`src/rtl/uart_tx_pkg.sv`:
```
// Shared types and sizing helpers for the FIFO-to-UART transmit sequencer.
package uart_tx_pkg;

    typedef enum logic [2:0] {
        ST_IDLE,
        ST_READ,
        ST_WAIT,
        ST_SEND,
        ST_DONE
    } state_e;

    function automatic int unsigned nbytes(input int unsigned data_w);
        return data_w / 8;
    endfunction

    function automatic int unsigned idx_width(input int unsigned data_w);
        return (nbytes(data_w) > 1) ? $clog2(nbytes(data_w)) : 1;
    endfunction

    // Counter runs 0..RD_LAT-1 across the WAIT state.
    function automatic int unsigned lat_cnt_width(input int unsigned rd_lat);
        return (rd_lat > 1) ? $clog2(rd_lat) : 1;
    endfunction

endpackage

```
`src/rtl/uart_tx_word_serializer.sv`:
```
// Holds the popped word and byte index; presents the byte selected by the
// next-state index so the top can register it alongside o_tx_valid.
module uart_tx_word_serializer
    import uart_tx_pkg::*;
#(
    parameter int unsigned DATA_W    = 32,
    parameter bit          MSB_FIRST = 1'b0
) (
    input  logic              clk_i,
    input  logic              rst_ni,
    input  logic              load_i,
    input  logic              advance_i,
    input  logic [DATA_W-1:0] data_i,
    output logic [7:0]        byte_d_o,
    output logic              last_o
);

    localparam int unsigned NB = nbytes(DATA_W);
    localparam int unsigned IW = idx_width(DATA_W);

    logic [DATA_W-1:0] word_q, word_d;
    logic [IW-1:0]     idx_q, idx_d;
    logic [IW-1:0]     sel;

    always_comb begin
        word_d = word_q;
        idx_d  = idx_q;
        if (load_i) begin
            word_d = data_i;
            idx_d  = '0;
        end else if (advance_i) begin
            idx_d = idx_q + 1'b1;
        end
    end

    always_ff @(posedge clk_i or negedge rst_ni) begin
        if (!rst_ni) begin
            word_q <= '0;
            idx_q  <= '0;
        end else begin
            word_q <= word_d;
            idx_q  <= idx_d;
        end
    end

    assign sel      = MSB_FIRST ? (IW'(NB - 1) - idx_d) : idx_d;
    assign byte_d_o = word_d[8*sel +: 8];
    assign last_o   = (idx_q == IW'(NB - 1));

endmodule

```
`src/rtl/uart_tx_stream_ctrl.sv`:
```
// FIFO-to-UART transmit sequencer: pops a word once the FIFO threshold (or
// flush) allows it, then hands its bytes to the UART one handshake at a time.
module uart_tx_stream_ctrl
    import uart_tx_pkg::*;
#(
    parameter int unsigned DATA_W    = 32,
    parameter int unsigned CNT_W     = 8,
    parameter int unsigned MIN_LEVEL = 2,
    parameter int unsigned RD_LAT    = 1,
    parameter bit          MSB_FIRST = 1'b0
) (
    input  logic              i_clk,
    input  logic              i_rstn,
    input  logic              i_fifo_empty,
    input  logic [CNT_W-1:0]  i_fifo_level,
    input  logic [DATA_W-1:0] i_fifo_rd_data,
    output logic              o_fifo_rd_en,
    input  logic              i_flush,
    output logic [7:0]        o_tx_data,
    output logic              o_tx_valid,
    input  logic              i_tx_ready,
    input  logic              i_tx_done,
    output logic              o_busy
);

    localparam int unsigned CW = lat_cnt_width(RD_LAT);
    localparam int unsigned LW = (CNT_W > 32) ? CNT_W + 1 : 33;

    state_e          state_q, state_d;
    logic [CW-1:0]   cnt_q, cnt_d;
    logic            start;
    logic            load;
    logic            advance;
    logic            last;
    logic [7:0]      byte_d;
    logic            rd_en_q;
    logic            valid_q;
    logic            busy_q;
    logic [7:0]      data_q;

    // Widened compare so a large MIN_LEVEL can never alias a small level.
    assign start = !i_fifo_empty &&
                   ((LW'(i_fifo_level) >= LW'(MIN_LEVEL)) || i_flush);

    always_comb begin
        state_d = state_q;
        cnt_d   = cnt_q;
        load    = 1'b0;
        advance = 1'b0;
        case (state_q)
            ST_IDLE: if (start) state_d = ST_READ;
            ST_READ: begin
                state_d = ST_WAIT;
                cnt_d   = '0;
            end
            ST_WAIT: begin
                if (cnt_q == CW'(RD_LAT - 1)) begin
                    state_d = ST_SEND;
                    load    = 1'b1;
                end else begin
                    cnt_d = cnt_q + 1'b1;
                end
            end
            ST_SEND: if (i_tx_ready) state_d = ST_DONE;
            ST_DONE: begin
                if (i_tx_done) begin
                    if (!last) begin
                        advance = 1'b1;
                        state_d = ST_SEND;
                    end else if (start) begin
                        state_d = ST_READ;
                    end else begin
                        state_d = ST_IDLE;
                    end
                end
            end
            default: state_d = ST_IDLE;
        endcase
    end

    // Outputs are decoded from the next state so they line up with it.
    always_ff @(posedge i_clk or negedge i_rstn) begin
        if (!i_rstn) begin
            state_q <= ST_IDLE;
            cnt_q   <= '0;
            rd_en_q <= 1'b0;
            valid_q <= 1'b0;
            busy_q  <= 1'b0;
            data_q  <= '0;
        end else begin
            state_q <= state_d;
            cnt_q   <= cnt_d;
            rd_en_q <= (state_d == ST_READ);
            valid_q <= (state_d == ST_SEND);
            busy_q  <= (state_d != ST_IDLE);
            data_q  <= (state_d == ST_SEND) ? byte_d : '0;
        end
    end

    uart_tx_word_serializer #(
        .DATA_W    (DATA_W),
        .MSB_FIRST (MSB_FIRST)
    ) u_ser (
        .clk_i     (i_clk),
        .rst_ni    (i_rstn),
        .load_i    (load),
        .advance_i (advance),
        .data_i    (i_fifo_rd_data),
        .byte_d_o  (byte_d),
        .last_o    (last)
    );

    assign o_fifo_rd_en = rd_en_q;
    assign o_tx_valid   = valid_q;
    assign o_tx_data    = data_q;
    assign o_busy       = busy_q;

endmodule

```
`config.mk`:
```
export PLATFORM = sky130hd
export DESIGN_NAME = uart_tx_stream_ctrl
export DESIGN_NICKNAME = d
export VERILOG_FILES = /design/src/rtl/uart_tx_pkg.sv /design/src/rtl/uart_tx_word_serializer.sv /design/src/rtl/uart_tx_stream_ctrl.sv
export SDC_FILE = /design/constraint.sdc
export NUM_CORES = 1
export LEC_CHECK = 0
export ABC_AREA = 1
export BUFFER_PORTS_ARGS = -buffer_cell sky130_fd_sc_hd__buf_2
export CAP_MARGIN = 5
export CORE_ASPECT_RATIO = 0.7
export CORE_MARGIN = 2
export CORE_UTILIZATION = 58
export DETAILED_ROUTE_END_ITERATION = 7
export PLACE_DENSITY = 0.81
export SYNTH_ARGS = -nofsm -noshare
export SYNTH_HDL_FRONTEND = slang
export SYNTH_HIERARCHICAL = 1
export SYNTH_SLANG_ARGS = --single-unit
```
`constraint.sdc`:
```
create_clock -name i_clk -period 2.91 [get_ports i_clk]
set_clock_uncertainty 0.1 [all_clocks]
set_input_delay 0.291 -clock i_clk [delete_from_list [all_inputs] [get_ports i_clk]]
set_output_delay 0.291 -clock i_clk [all_outputs]
set_load 0.02 [all_outputs]
```
======== Word-level counts from Yosys, hierarchy flattened ========
Index checks and enable logic that the tools add are counted.
storage, ports and cells
  output and inout bits ................... 11
  bits in registers ....................... 49
  bits in read-only memories .............. 0
  bits in writable memories ............... 0
  memories ................................ 0
  bits in latches ......................... 0
cells by class
  order comparisons ....................... 1
  shift-type cells ........................ 1
  add/sub/neg operators ................... 2
  multiply operators ...................... 0
  divide/modulo/power cells ............... 0
  eq/ne operators ......................... 7
  mux-type cells .......................... 18
  reduce and logical (&&, ||, !) cells .... 6
  bitwise logic cells ..................... 0
operators by type and width
  kind                                                               count
  2-to-1 mux 32 bit                                                  1
  indexed part select 32 x 6 -> 8 bit                                1
  one-hot mux 3 bit (5 select lines)                                 1
  2-to-1 mux 3 bit                                                   4
  equality test 3 x 2 -> 1 bit, second input constant                3
  greater-or-equal comparator 8 x 2 -> 1 bit, second input constant  1
  2-to-1 mux 8 bit                                                   1
  2-to-1 mux 1 bit                                                   7
  equality test 3 x 1 -> 1 bit, second input constant                2
  2-to-1 mux 2 bit                                                   3
  equality test 3 bit, second input constant                         1
  logical NOT 3 bit                                                  1
  nonzero test 3 bit                                                 1
  adder 2 x 1 -> 2 bit, second input constant                        1
  equality test 2 bit, second input constant                         1
  one-hot mux 1 bit (2 select lines)                                 1
  nonzero test 2 bit                                                 1
  adder 1 bit, second input constant                                 1
  logical AND 1 bit                                                  1
  logical NOT 1 bit                                                  1
  logical OR 1 bit                                                   1

======== Depth between registers and ports, before layout ========
Gate-level depths: netlist (run 1).
  depth after elaboration ................. 9
  depth in mapped cells ................... 12
  mapped depth without buffers ............ 11

======== Modules after synthesis ========
The synthesis (run 1) kept the hierarchy.
modules (own cells, without submodules)
  module                   times used  cells an instance  area an instance (um^2)
  uart_tx_word_serializer  1           244                1,843.0
  uart_tx_stream_ctrl      1           74                 636.9

======== Worst setup path after synthesis (run 1) ========
OpenSTA, ideal clock, no wires.
  path kind ............................... register -> register
  start ................................... reg u_ser.idx_q[0]
  end ..................................... reg data_q[1] (netlist: o_tx_data[1])
  period minus slack after synthesis ...... 1.802 ns
  setup time .............................. 0.071 ns
  slack ................................... 1.108 ns
  required time ........................... 2.739 ns
  data arrival time ....................... 1.631 ns
  path buffers ............................ 1
  stages on the path, launching flop included .. 12
  path through ............................ dfrtp_1 ha_1 nor3_4 nand2_2 nand2_4 nor2_8 buf_8 nand2_2 nand3_1 nand2_1 inv_1 nor2_1
between the ends
  word-level cells in the longest chain between the ends .. 8
  elaborated cells between the ends (all ways) .. 13
RTL lines
  item                                 line                           RTL
  start: declaration                   uart_tx_word_serializer.sv:22  logic [IW-1:0] idx_q, idx_d;
  start signal: assignment             uart_tx_word_serializer.sv:42  idx_q <= idx_d;
  equality test 2 bit                  uart_tx_word_serializer.sv:48  assign last_o = (idx_q == IW'(NB - 1));
  via last                             uart_tx_stream_ctrl.sv:34      logic last;
  2-to-1 mux 1 bit                     uart_tx_stream_ctrl.sv:67      if (!last) begin
  2-to-1 mux 1 bit                     uart_tx_stream_ctrl.sv:66      if (i_tx_done) begin
  2-to-1 mux 1 bit                     uart_tx_stream_ctrl.sv:50      case (state_q)
  via advance                          uart_tx_stream_ctrl.sv:33      logic advance;
  2-to-1 mux 2 bit                     uart_tx_word_serializer.sv:31  end else if (advance_i) begin
  2-to-1 mux 2 bit                     uart_tx_word_serializer.sv:28  if (load_i) begin
  via u_ser.idx_d[0]                   uart_tx_word_serializer.sv:22
  indexed part select 32 x 6 -> 8 bit  uart_tx_word_serializer.sv:47  assign byte_d_o = word_d[8*sel +: 8];
  via byte_d[1]                        uart_tx_stream_ctrl.sv:35      logic [7:0] byte_d;
  2-to-1 mux 8 bit                     uart_tx_stream_ctrl.sv:96      data_q <= (state_d == ST_SEND) ? byte_d : '0;
  end signal: assignment               uart_tx_stream_ctrl.sv:96
  end: declaration                     uart_tx_stream_ctrl.sv:39      logic [7:0] data_q;
The timed path passes the listed nets, and every way through them passes these cells.
A chain may end at the register's enable or synchronous reset.

======== Final worst setup path (run 1) ========
  start ................................... reg u_ser.idx_q[0]
  end ..................................... reg data_q[6] (netlist: o_tx_data[6])
Same word-level chain as after synthesis.

==> impl_metrics.ini, run 1 <==
[worst_hold_path]
min_path_type = input pin to asynchronous set/reset pin

[final_layout]
final_layout_size_suffix_gt1_share_pct = 23.06
diodes = 0
area_growth_pct = 14.38
layout_commonest_cell = inv_1
layout.cells.non_filler = 425
most-common-layout-cells = 90 x inv_1, 78 x nand2_1, 55 x buf_2
design_area_um2 = 2836
final_nets = 420
nFillCells = 334
final_core_util_pct = 70.60

[clock_network]
cts_root_buffer = clkbuf_8
ctsLongestPathBuffers = 2
clk_pin_slew_ns = 0.08
clk_latency_ns = 0.29
cts_made_buffers = 5
cts_tree = done
post_cts_buffers = 0
clock_sinks = 48
ctsResizeCount = 0
htree_num_levels = 2
cts_hold_buf = 0

[power]
ir_drop_mv = 0.6299
p_per_area_nw_per_um2 = 1077
leakage_nw = 1.629

[route]
ant_nets = 0
viasPerCell = 4.485
post-route-drc-count = 0
drt_iter0_drc = 117
wl_per_cell_um = 10.76
via_count = 1906
wl_um = 4572
first_pass_iters = 4

[worst_setup_path]
cp_slowest_cell = dfrtp_1
crit_type = register to register
rr_endpoint = o_tx_data[6]
regToRegSetupSlack_ns = 0.82
cp_data_arrival_time_ns = 2.21
endpoint_kind = register
rr_startpoint = u_ser/idx_q[0]
cpMostUsedCell = nor2_1
crit_chain = ha_1 -> nor3_4 -> nor2_1 -> nor2_2 -> nand3_1 -> nand2_1 -> inv_1 -> nor2_1
critPathRequiredTime_ns = 3.03
worst-path-max-fanout = 9
start_kind = register
reg2reg_depth = 8
slowest_delay_ns = 0.43

[placement]
place_area_um2 = 2740
dpl.cell_count = 418
io_buffers = 55
gp_congestion = 0.8455
hpwl_um = 3382
pre_cts_ws_ns = 0.8467

[floorplan]
die_area_um2 = 4823
core_um2 = 4018
chipHeight_um = 58.71
initial_utilization_pct = 61.73
io_pins = 57
rows = 19
die_w_um = 82.16

[synth]
syn_nets = 365
yosysWarnings = 6
synth_cells = 318
ys_seq_area_share_pct = 48.44
syn_area_um2 = 2480
ys_types = 26
synth_seq_cells = 48
avgSynthCellArea_um2 = 7.798

[grt]
gr-usage-all-layers_pct = 21.49
grt_pass1_wl_um = 7803
grt_max_degree = 49
antenna_found_initial = 0
overflow = 0
grt_pass1_vias = 1794

[sta]
max_slew.worst_pin.slew_ns = 1.006
hold_viol_final = 0
rsz0062_at_grt = false
post-route-min-period_ns = 2.087
finalCritPeriodShare_pct = 71.72
setup_ws_ns = 0.8229
setup_viol = 0
maxSlewHeadroom_pct = 32.92
max_freq_mhz = 479.1
tns_ns = 0
drv_slew = 0

[outcome]
status = complete, no violations

[run]
maxCapViolCount = 0
-- Yosys cell counts, drive strengths merged --
library cell  instances  area share (%)
o22ai                 1            0.25
dfrtp                48              48
clkbuf                1            0.55
nand2                91              16
buf                   8             3.5
nor2                 20             3.9
nor3                  3             1.3
nand3                19             4.5
ha                    1            0.50
o211ai                1            0.30
a21oi                 1            0.20
a21o                  1            0.61
o21ai                32             6.5
inv                  91              14
-- cells by family (layout without fill, tap and decap cells) --
kind of cell,after synthesis,count (layout),share of synthesized area [%]
simple gates,133,133,25.38
buf+inv,100,155,17.86
flops,48,48,48.44
compound gates,36,36,7.821
fa+ha+maj,1,1,0.5045
-- registers in the layout, summed over array words and instances (netlist names) --
register      count
o_busy            1
u_ser/idx_q       2
state_q           3
o_tx_data         8
u_ser/word_q     32
o_tx_valid        1
o_fifo_rd_en      1
-- power breakdown --
| part | leakage [nW] | internal, W | switching [W] |
|---|---|---|---|
| Sequential | 0.558 | 0.000978 | 0.0000987 |
| Clock | 0.0503 | 0.000212 | 0.000198 |
| Combinational | 1.02 | 0.000514 | 0.00106 |
-- critical path, delay by kind of cell, from the launching register on --
| kind | cells | cell delay, ns |
|---|---|---|
| DFF | 1 | 0.43 |
| and+or+nand+nor | 6 | 1.19 |
| buffers and inverters | 1 | 0.04 |
| adders and majority gates | 1 | 0.27 |
-- how the worst max path moves through the flow --
| stage | from | to | slack [ns] | cells after the start |
|---|---|---|---|---|
| after floorplan | u_ser/idx_q[0] | o_tx_data[1] | 1.11 | 11 |
| after global placement | u_ser/idx_q[0] | o_tx_data[7] | 0.88 | 8 |
| after detailed placement | u_ser/idx_q[0] | o_tx_data[6] | 0.85 | 8 |
| after CTS | u_ser/idx_q[0] | o_tx_data[6] | 0.83 | 8 |
| after global routing | state_q[1] | o_tx_data[6] | 0.63 | 9 |
| final | u_ser/idx_q[0] | o_tx_data[6] | 0.82 | 8 |
-- per-stage QoR --
step	power, W	hold slack [ns]
floorplan	0.002393	-0.1046
global placement	0.002601	0.3506
detailed placement	0.002649	0.3554
CTS	0.003065	0.1133
global route	0.003367	0.1574
finish	0.003056	0.06483
-- final cells by class --
cell class | count | area, µm² | share of cell area (%)
Inverter | 91 | 341.6 | 12.04
Multi-Input combinational cell | 170 | 842.1 | 29.69
Sequential cell | 48 | 1201 | 42.35
Tap cell | 52 | 65.06 | 2.294
Clock buffer | 7 | 96.34 | 3.397
Timing Repair Buffer | 57 | 290.3 | 10.23
-- layer usage --
layer,up-vias,track usage (%),share of wire [%]
met1,826,33.16,53
met5,-,0,0
met3,2,5.061,5.7
li1,1029,-,-
met2,49,31.13,41
met4,0,4.524,0.26
Note: power is estimated with default switching activity, not from simulation.
==> inputs of run 2 (changes only) <==
CORE_UTILIZATION = 54   (was 58)
PLACE_DENSITY = 0.76   (was 0.81)
clock period = 2 ns   (was 2.91 ns; I/O delays follow)
==> run 2 against run 1 <==
Effect of this change:
- critical path depth increased by 4
- sequential power grew 45%
- largest cell class unchanged
- die area rose by 7.0%
- non-clock buffer count up 10
- first-iteration DRC count shrank 15%
- combinational power rose by 59%
- critical path type unchanged
- critical endpoint is now o_tx_data[2]
- hold slack lost 0.028 ns
- sequential share of layout area shrank 1.6 points
- maximum frequency is 7.5% higher
- design area increased by 4.1%
- utilization shrank 3.2 points
- sequential cell count did not move
==> impl_metrics.ini, run 2 (synthesis gave the netlist of run 1 again) <==
[power]
pwr-share-clk_pct = 12.6
intPower_w = 0.002582
p_sw_share_pct = 44.48
comb_power_share_pct = 53.6
switchingPower_w = 0.002069
leakage_nw = 1.686
p_per_area_nw_per_um2 = 1575
p_seq_share_pct = 33.8
ir_drop_mv = 0.7908

[sta]
hold_viol_final = 0
finalCritPeriodShare_pct = 97.09
maxSlewHeadroom_pct = 62.78
tns_ns = 0
setup_viol = 0
drv_slew = 0
setup_ws_ns = 0.05826
post-route-min-period_ns = 1.942
rsz0062_at_grt = true
max_freq_mhz = 515.0
max_slew.worst_pin.slew_ns = 0.5583

[grt]
antenna_found_initial = 0
grt_pass1_vias = 1775
overflow = 0
grt_max_degree = 27
gr-usage-all-layers_pct = 21.16
grt_pass1_wl_um = 8273

[floorplan]
chipHeight_um = 60.70
core_um2 = 4379
die_w_um = 85.00
io_pins = 57
die_area_um2 = 5159
initial_utilization_pct = 56.63
rows = 20

[route]
first_pass_iters = 4
ant_nets = 0
post-route-drc-count = 0
wl_um = 4971
wl_per_cell_um = 11.32
viasPerCell = 4.558
drt_iter0_drc = 99
via_count = 2001

[clock_network]
clock_sinks = 48
cts_root_buffer = clkbuf_8
cts_made_buffers = 5
clk_latency_ns = 0.30
ctsLongestPathBuffers = 2
htree_num_levels = 2
clk_pin_slew_ns = 0.08
cts_tree = done

[final_layout]
largest_reg_flops = 32
top_register = u_ser/word_q
final_nets = 430
layout_commonest_cell = inv_1
final_core_util_pct = 67.43
area_growth_pct = 19.07
design_area_um2 = 2953
final_layout_size_suffix_gt1_share_pct = 25.52
most-common-layout-cells = 89 x inv_1, 77 x nand2_1, 55 x buf_2
regArea_um2 = 1204
nFillCells = 380
diodes = 0
multiInputGateArea_um2 = 844.6

[worst_hold_path]
min_path_type = input pin to register

[worst_setup_path]
crit_type = register to register
cp_data_arrival_time_ns = 2.03
worst-path-max-fanout = 7
endpoint_kind = register
rr_endpoint = o_tx_data[2]
regToRegSetupSlack_ns = 0.06
critPathRequiredTime_ns = 2.09
crit_path_start = state_q[0]
start_kind = register
rr_startpoint = state_q[0]
crit_path_end = o_tx_data[2]
reg2reg_depth = 12

[placement]
io_buffers = 55
place_area_um2 = 2814
pre_cts_ws_ns = 0.08712
gp_congestion = 0.8256
hpwl_um = 3738

[outcome]
status = complete, no violations

[run]
maxCapViolCount = 0
run 2: changes by cell type in the layout (fill, tap and decap cells not counted), moves of 2 or more:
| cell | delta |
|---|---|
| dfrtp_2 | +2 |
| buf_4 | +5 |
| dfrtp_1 | -2 |
| clkbuf_1 | +2 |
| buf_12 | +2 |
run 2: metrics by stage:
step | hold slack, ns | power [W] | cells
floorplan | -0.1956 | 0.003482 | 318
global placement | 0.1125 | 0.003941 | 427
detailed placement | 0.1172 | 0.004018 | 427
CTS | 0.03887 | 0.004618 | 436
global route | 0.03024 | 0.005088 | 439
finish | 0.03719 | 0.004651 | 439
run 2: timing repair:
| action | in CTS | in global routing |
|---|---|---|
| hold endpoints to repair | 23 | 0 |
| hold buffers | 1 | 0 |
| setup endpoints to repair | 0 | 8 |
| buffers inserted | 0 | 3 |
| resized for setup | 0 | 7 |
run 2: critical path, cell delays in order, from the launching register on:
cell and delay (ns):
dfrtp_2 0.44, inv_2 0.08, nand3_2 0.10, nor3_4 0.30
buf_4 0.17, nand2_1 0.08, nand2_1 0.09, nor2_2 0.04
buf_4 0.16, nand3_1 0.10, nand2_1 0.07, inv_1 0.06
nor2_1 0.04
run 2: worst min path at each step:
stage | start | endpoint | slack, ns | cells past startpoint
floorplan | i_rstn | o_busy | -0.20 | 0
detailed placement | i_rstn | u_ser/word_q[6] | 0.12 | 1
global placement | i_rstn | o_tx_valid | 0.11 | 1
global route | i_tx_done | state_q[2] | 0.03 | 2
CTS | i_tx_done | state_q[2] | 0.04 | 2
finish | i_tx_done | state_q[2] | 0.04 | 2
run 2: power groups by stage:
stage / combinational [W] / sequential, W / clock [W]
after floorplan: 0.00184 / 0.00165 / 0
after global placement: 0.00237 / 0.00157 / 0
after detailed placement: 0.00243 / 0.00159 / 0
after CTS: 0.00246 / 0.00157 / 0.000588
after global routing: 0.00282 / 0.00162 / 0.000646
final: 0.00249 / 0.00157 / 0.000585
run 2: cell type report:
cell class	instances	area share, %
Multi-Input combinational cell	170	28.60
Clock buffer	8	3.051
Tap cell	55	2.331
Inverter	91	11.57
Sequential cell	48	40.76
Timing Repair Buffer	67	13.69
run 2: routing by layer:
layer,GRT usage [%],wire [µm]
met1,31.65,2601
met2,31.47,2068
met3,4.626,253
met4,6.122,46
met5,0,0
==> inputs of run 3 (changes only) <==
CAP_MARGIN = not set   (was 5)
CORE_UTILIZATION = 56   (was 54)
CTS_BUF_LIST = sky130_fd_sc_hd__clkbuf_4 sky130_fd_sc_hd__clkbuf_8   (was not set)
PLACE_DENSITY = 0.78   (was 0.76)
SETUP_SLACK_MARGIN = 0.1   (was not set)
==> run 3 against run 2 <==
Effect of this change:
- via count grew 12%
- sequential cell count is the same
- cell count grew 2.7%
- critical path depth shrank 2
- clock power grew 7.4%
- maximum frequency shrank 0.68%
- routed wire length grew 29%
- sequential share of layout area shrank 3.5 points
- critical path type unchanged
- largest power group unchanged
==> impl_metrics.ini, run 3 (synthesis gave the netlist of run 1 again) <==
[clock_network]
htree_num_levels = 2
cts_root_buffer = clkbuf_8
cts_made_buffers = 5
clock_sinks = 48
cts_tree = done
ctsLongestPathBuffers = 2
clk_latency_ns = 0.31
clk_pin_slew_ns = 0.08

[final_layout]
final_layout_size_suffix_gt1_share_pct = 31.82
nFillCells = 311
diodes = 0
largest_reg_flops = 32
area_growth_pct = 29.97
design_area_um2 = 3223
layout_commonest_cell = inv_1
final_core_util_pct = 74.88
final_nets = 442
top_register = u_ser/word_q
layout.cells.non_filler = 451
most-common-layout-cells = 88 x inv_1, 73 x nand2_1, 55 x buf_2

[sta]
maxSlewHeadroom_pct = 65.85
post-route-min-period_ns = 1.955
drv_slew = 0
max_slew.worst_pin.slew_ns = 0.5122
setup_ws_ns = 0.04503
rsz0062_at_grt = true
setup_viol = 0
hold_viol_final = 0
max_freq_mhz = 511.5
finalCritPeriodShare_pct = 97.75

[worst_setup_path]
start_kind = register
rr_endpoint = o_tx_data[5]
crit_type = register to register
reg2reg_depth = 10
endpoint_kind = register
critical_path_buf_inv_count = 2
regToRegSetupSlack_ns = 0.05
path_delay_family = simple AND/OR/NAND/NOR gates
worst-path-max-fanout = 8
rr_startpoint = u_ser/idx_q[1]
cp_data_arrival_time_ns = 2.10
critPathRequiredTime_ns = 2.15
slowest_delay_ns = 0.39
crit_chain = ha_2 -> nor3_4 -> inv_1 -> nand2_2 -> nand3_4 -> nand2_1 -> nand3_2 -> nand2_1 -> inv_1 -> nor2_2
cp_slowest_cell = dfrtp_1

[grt]
overflow = 0
grt_max_degree = 35
grt_pass1_vias = 1927
gr-usage-all-layers_pct = 23.03
antenna_found_initial = 0
grt_pass1_wl_um = 8576

[placement]
dpl.cell_count = 424
pre_cts_ws_ns = 0.05723
hpwl_um = 3509
place_area_um2 = 2791
gp_congestion = 0.8387
io_buffers = 55

[route]
via_count = 2251
viasPerCell = 4.991
drt_iter0_drc = 155
ant_nets = 0
first_pass_iters = 5
wl_um = 6389
wl_per_cell_um = 14.17
post-route-drc-count = 0

[floorplan]
io_pins = 57
rows = 20
initial_utilization_pct = 57.62
die_w_um = 83.54
die_area_um2 = 4985
core_um2 = 4304
chipHeight_um = 59.68

[power]
ir_drop_mv = 0.8175
leakage_nw = 1.814
p_per_area_nw_per_um2 = 1689

[worst_hold_path]
min_path_type = input pin to register
min_from = i_tx_done
hold_depth = 2
min_to = state_q[2]

[run]
maxCapViolCount = 0

[outcome]
status = complete, no violations
run 3: cell count changes in the layout (fill, tap and decap cells not counted), sizes merged:
cell	previous run	this run
nand3	19	20
buf	66	75
clkbuf	8	10
run 3: area by class of cell:
cell class	instances	area [µm²]	share of cell area (%)
sequential	48	1202	37.31
inverter	91	341.6	10.60
tap	55	68.82	2.135
clock buffer	8	97.59	3.028
multi-input combinational	171	933.4	28.96
timing repair buffer	78	579.3	17.97
run 3: worst max path at each step:
stage	slack [ns]	endpoint	cells past startpoint	startpoint
3_5_place_dp	0.06	o_tx_data[4]	9	u_ser/idx_q[0]
3_3_place_gp	0.13	o_tx_data[5]	9	u_ser/idx_q[0]
4_1_cts	0.10	o_tx_data[2]	12	state_q[0]
6_report	0.05	o_tx_data[5]	10	u_ser/idx_q[1]
5_1_grt	-0.04	o_tx_data[5]	11	state_q[0]
2_1_floorplan	0.20	o_tx_data[1]	11	u_ser/idx_q[0]
run 3: worst reg2reg max path, stage by stage, from the launching register on:
cell and delay, ns:
dfrtp_1 0.39, ha_2 0.21, nor3_4 0.33, inv_1 0.10
nand2_2 0.13, nand3_4 0.14, nand2_1 0.12, nand3_2 0.10
nand2_1 0.11, inv_1 0.07, nor2_2 0.09
run 3: metrics by stage:
| stage | hold slack (ns) | setup TNS [ns] | power [W] |
|---|---|---|---|
| floorplan | -0.1956 | 0 | 0.003482 |
| global placement | 0.09328 | 0 | 0.003883 |
| detailed placement | 0.09447 | 0 | 0.003951 |
| CTS | 0.02709 | 0 | 0.004793 |
| global route | 0.04199 | -0.04390 | 0.005826 |
| finish | 0.03377 | 0 | 0.005445 |
run 3: layer usage:
layer	up-vias	global-route usage [%]	share of wire, %
li1	1086	-	-
met1	1026	31.45	45
met2	119	34.56	44
met3	20	6.354	8.7
met4	0	11.75	2.8
met5	-	0	0
run 3: where the power goes:
group | total [W] | internal (W) | switching [W]
logic | 0.00323 | 0.00123 | 0.00200
clock network | 0.000628 | 0.000309 | 0.000318
registers | 0.00158 | 0.00143 | 0.000159
total | 0.00544 | 0.00297 | 0.00248
run 3: repair_timing:
item	CTS	global route
hold buffers	1	0
buffers inserted	4	9
cloned	1	4
hold endpoints to repair	21	0
pin swaps	4	21
resized for setup	3	25
endpoints found under the setup margin	7	8
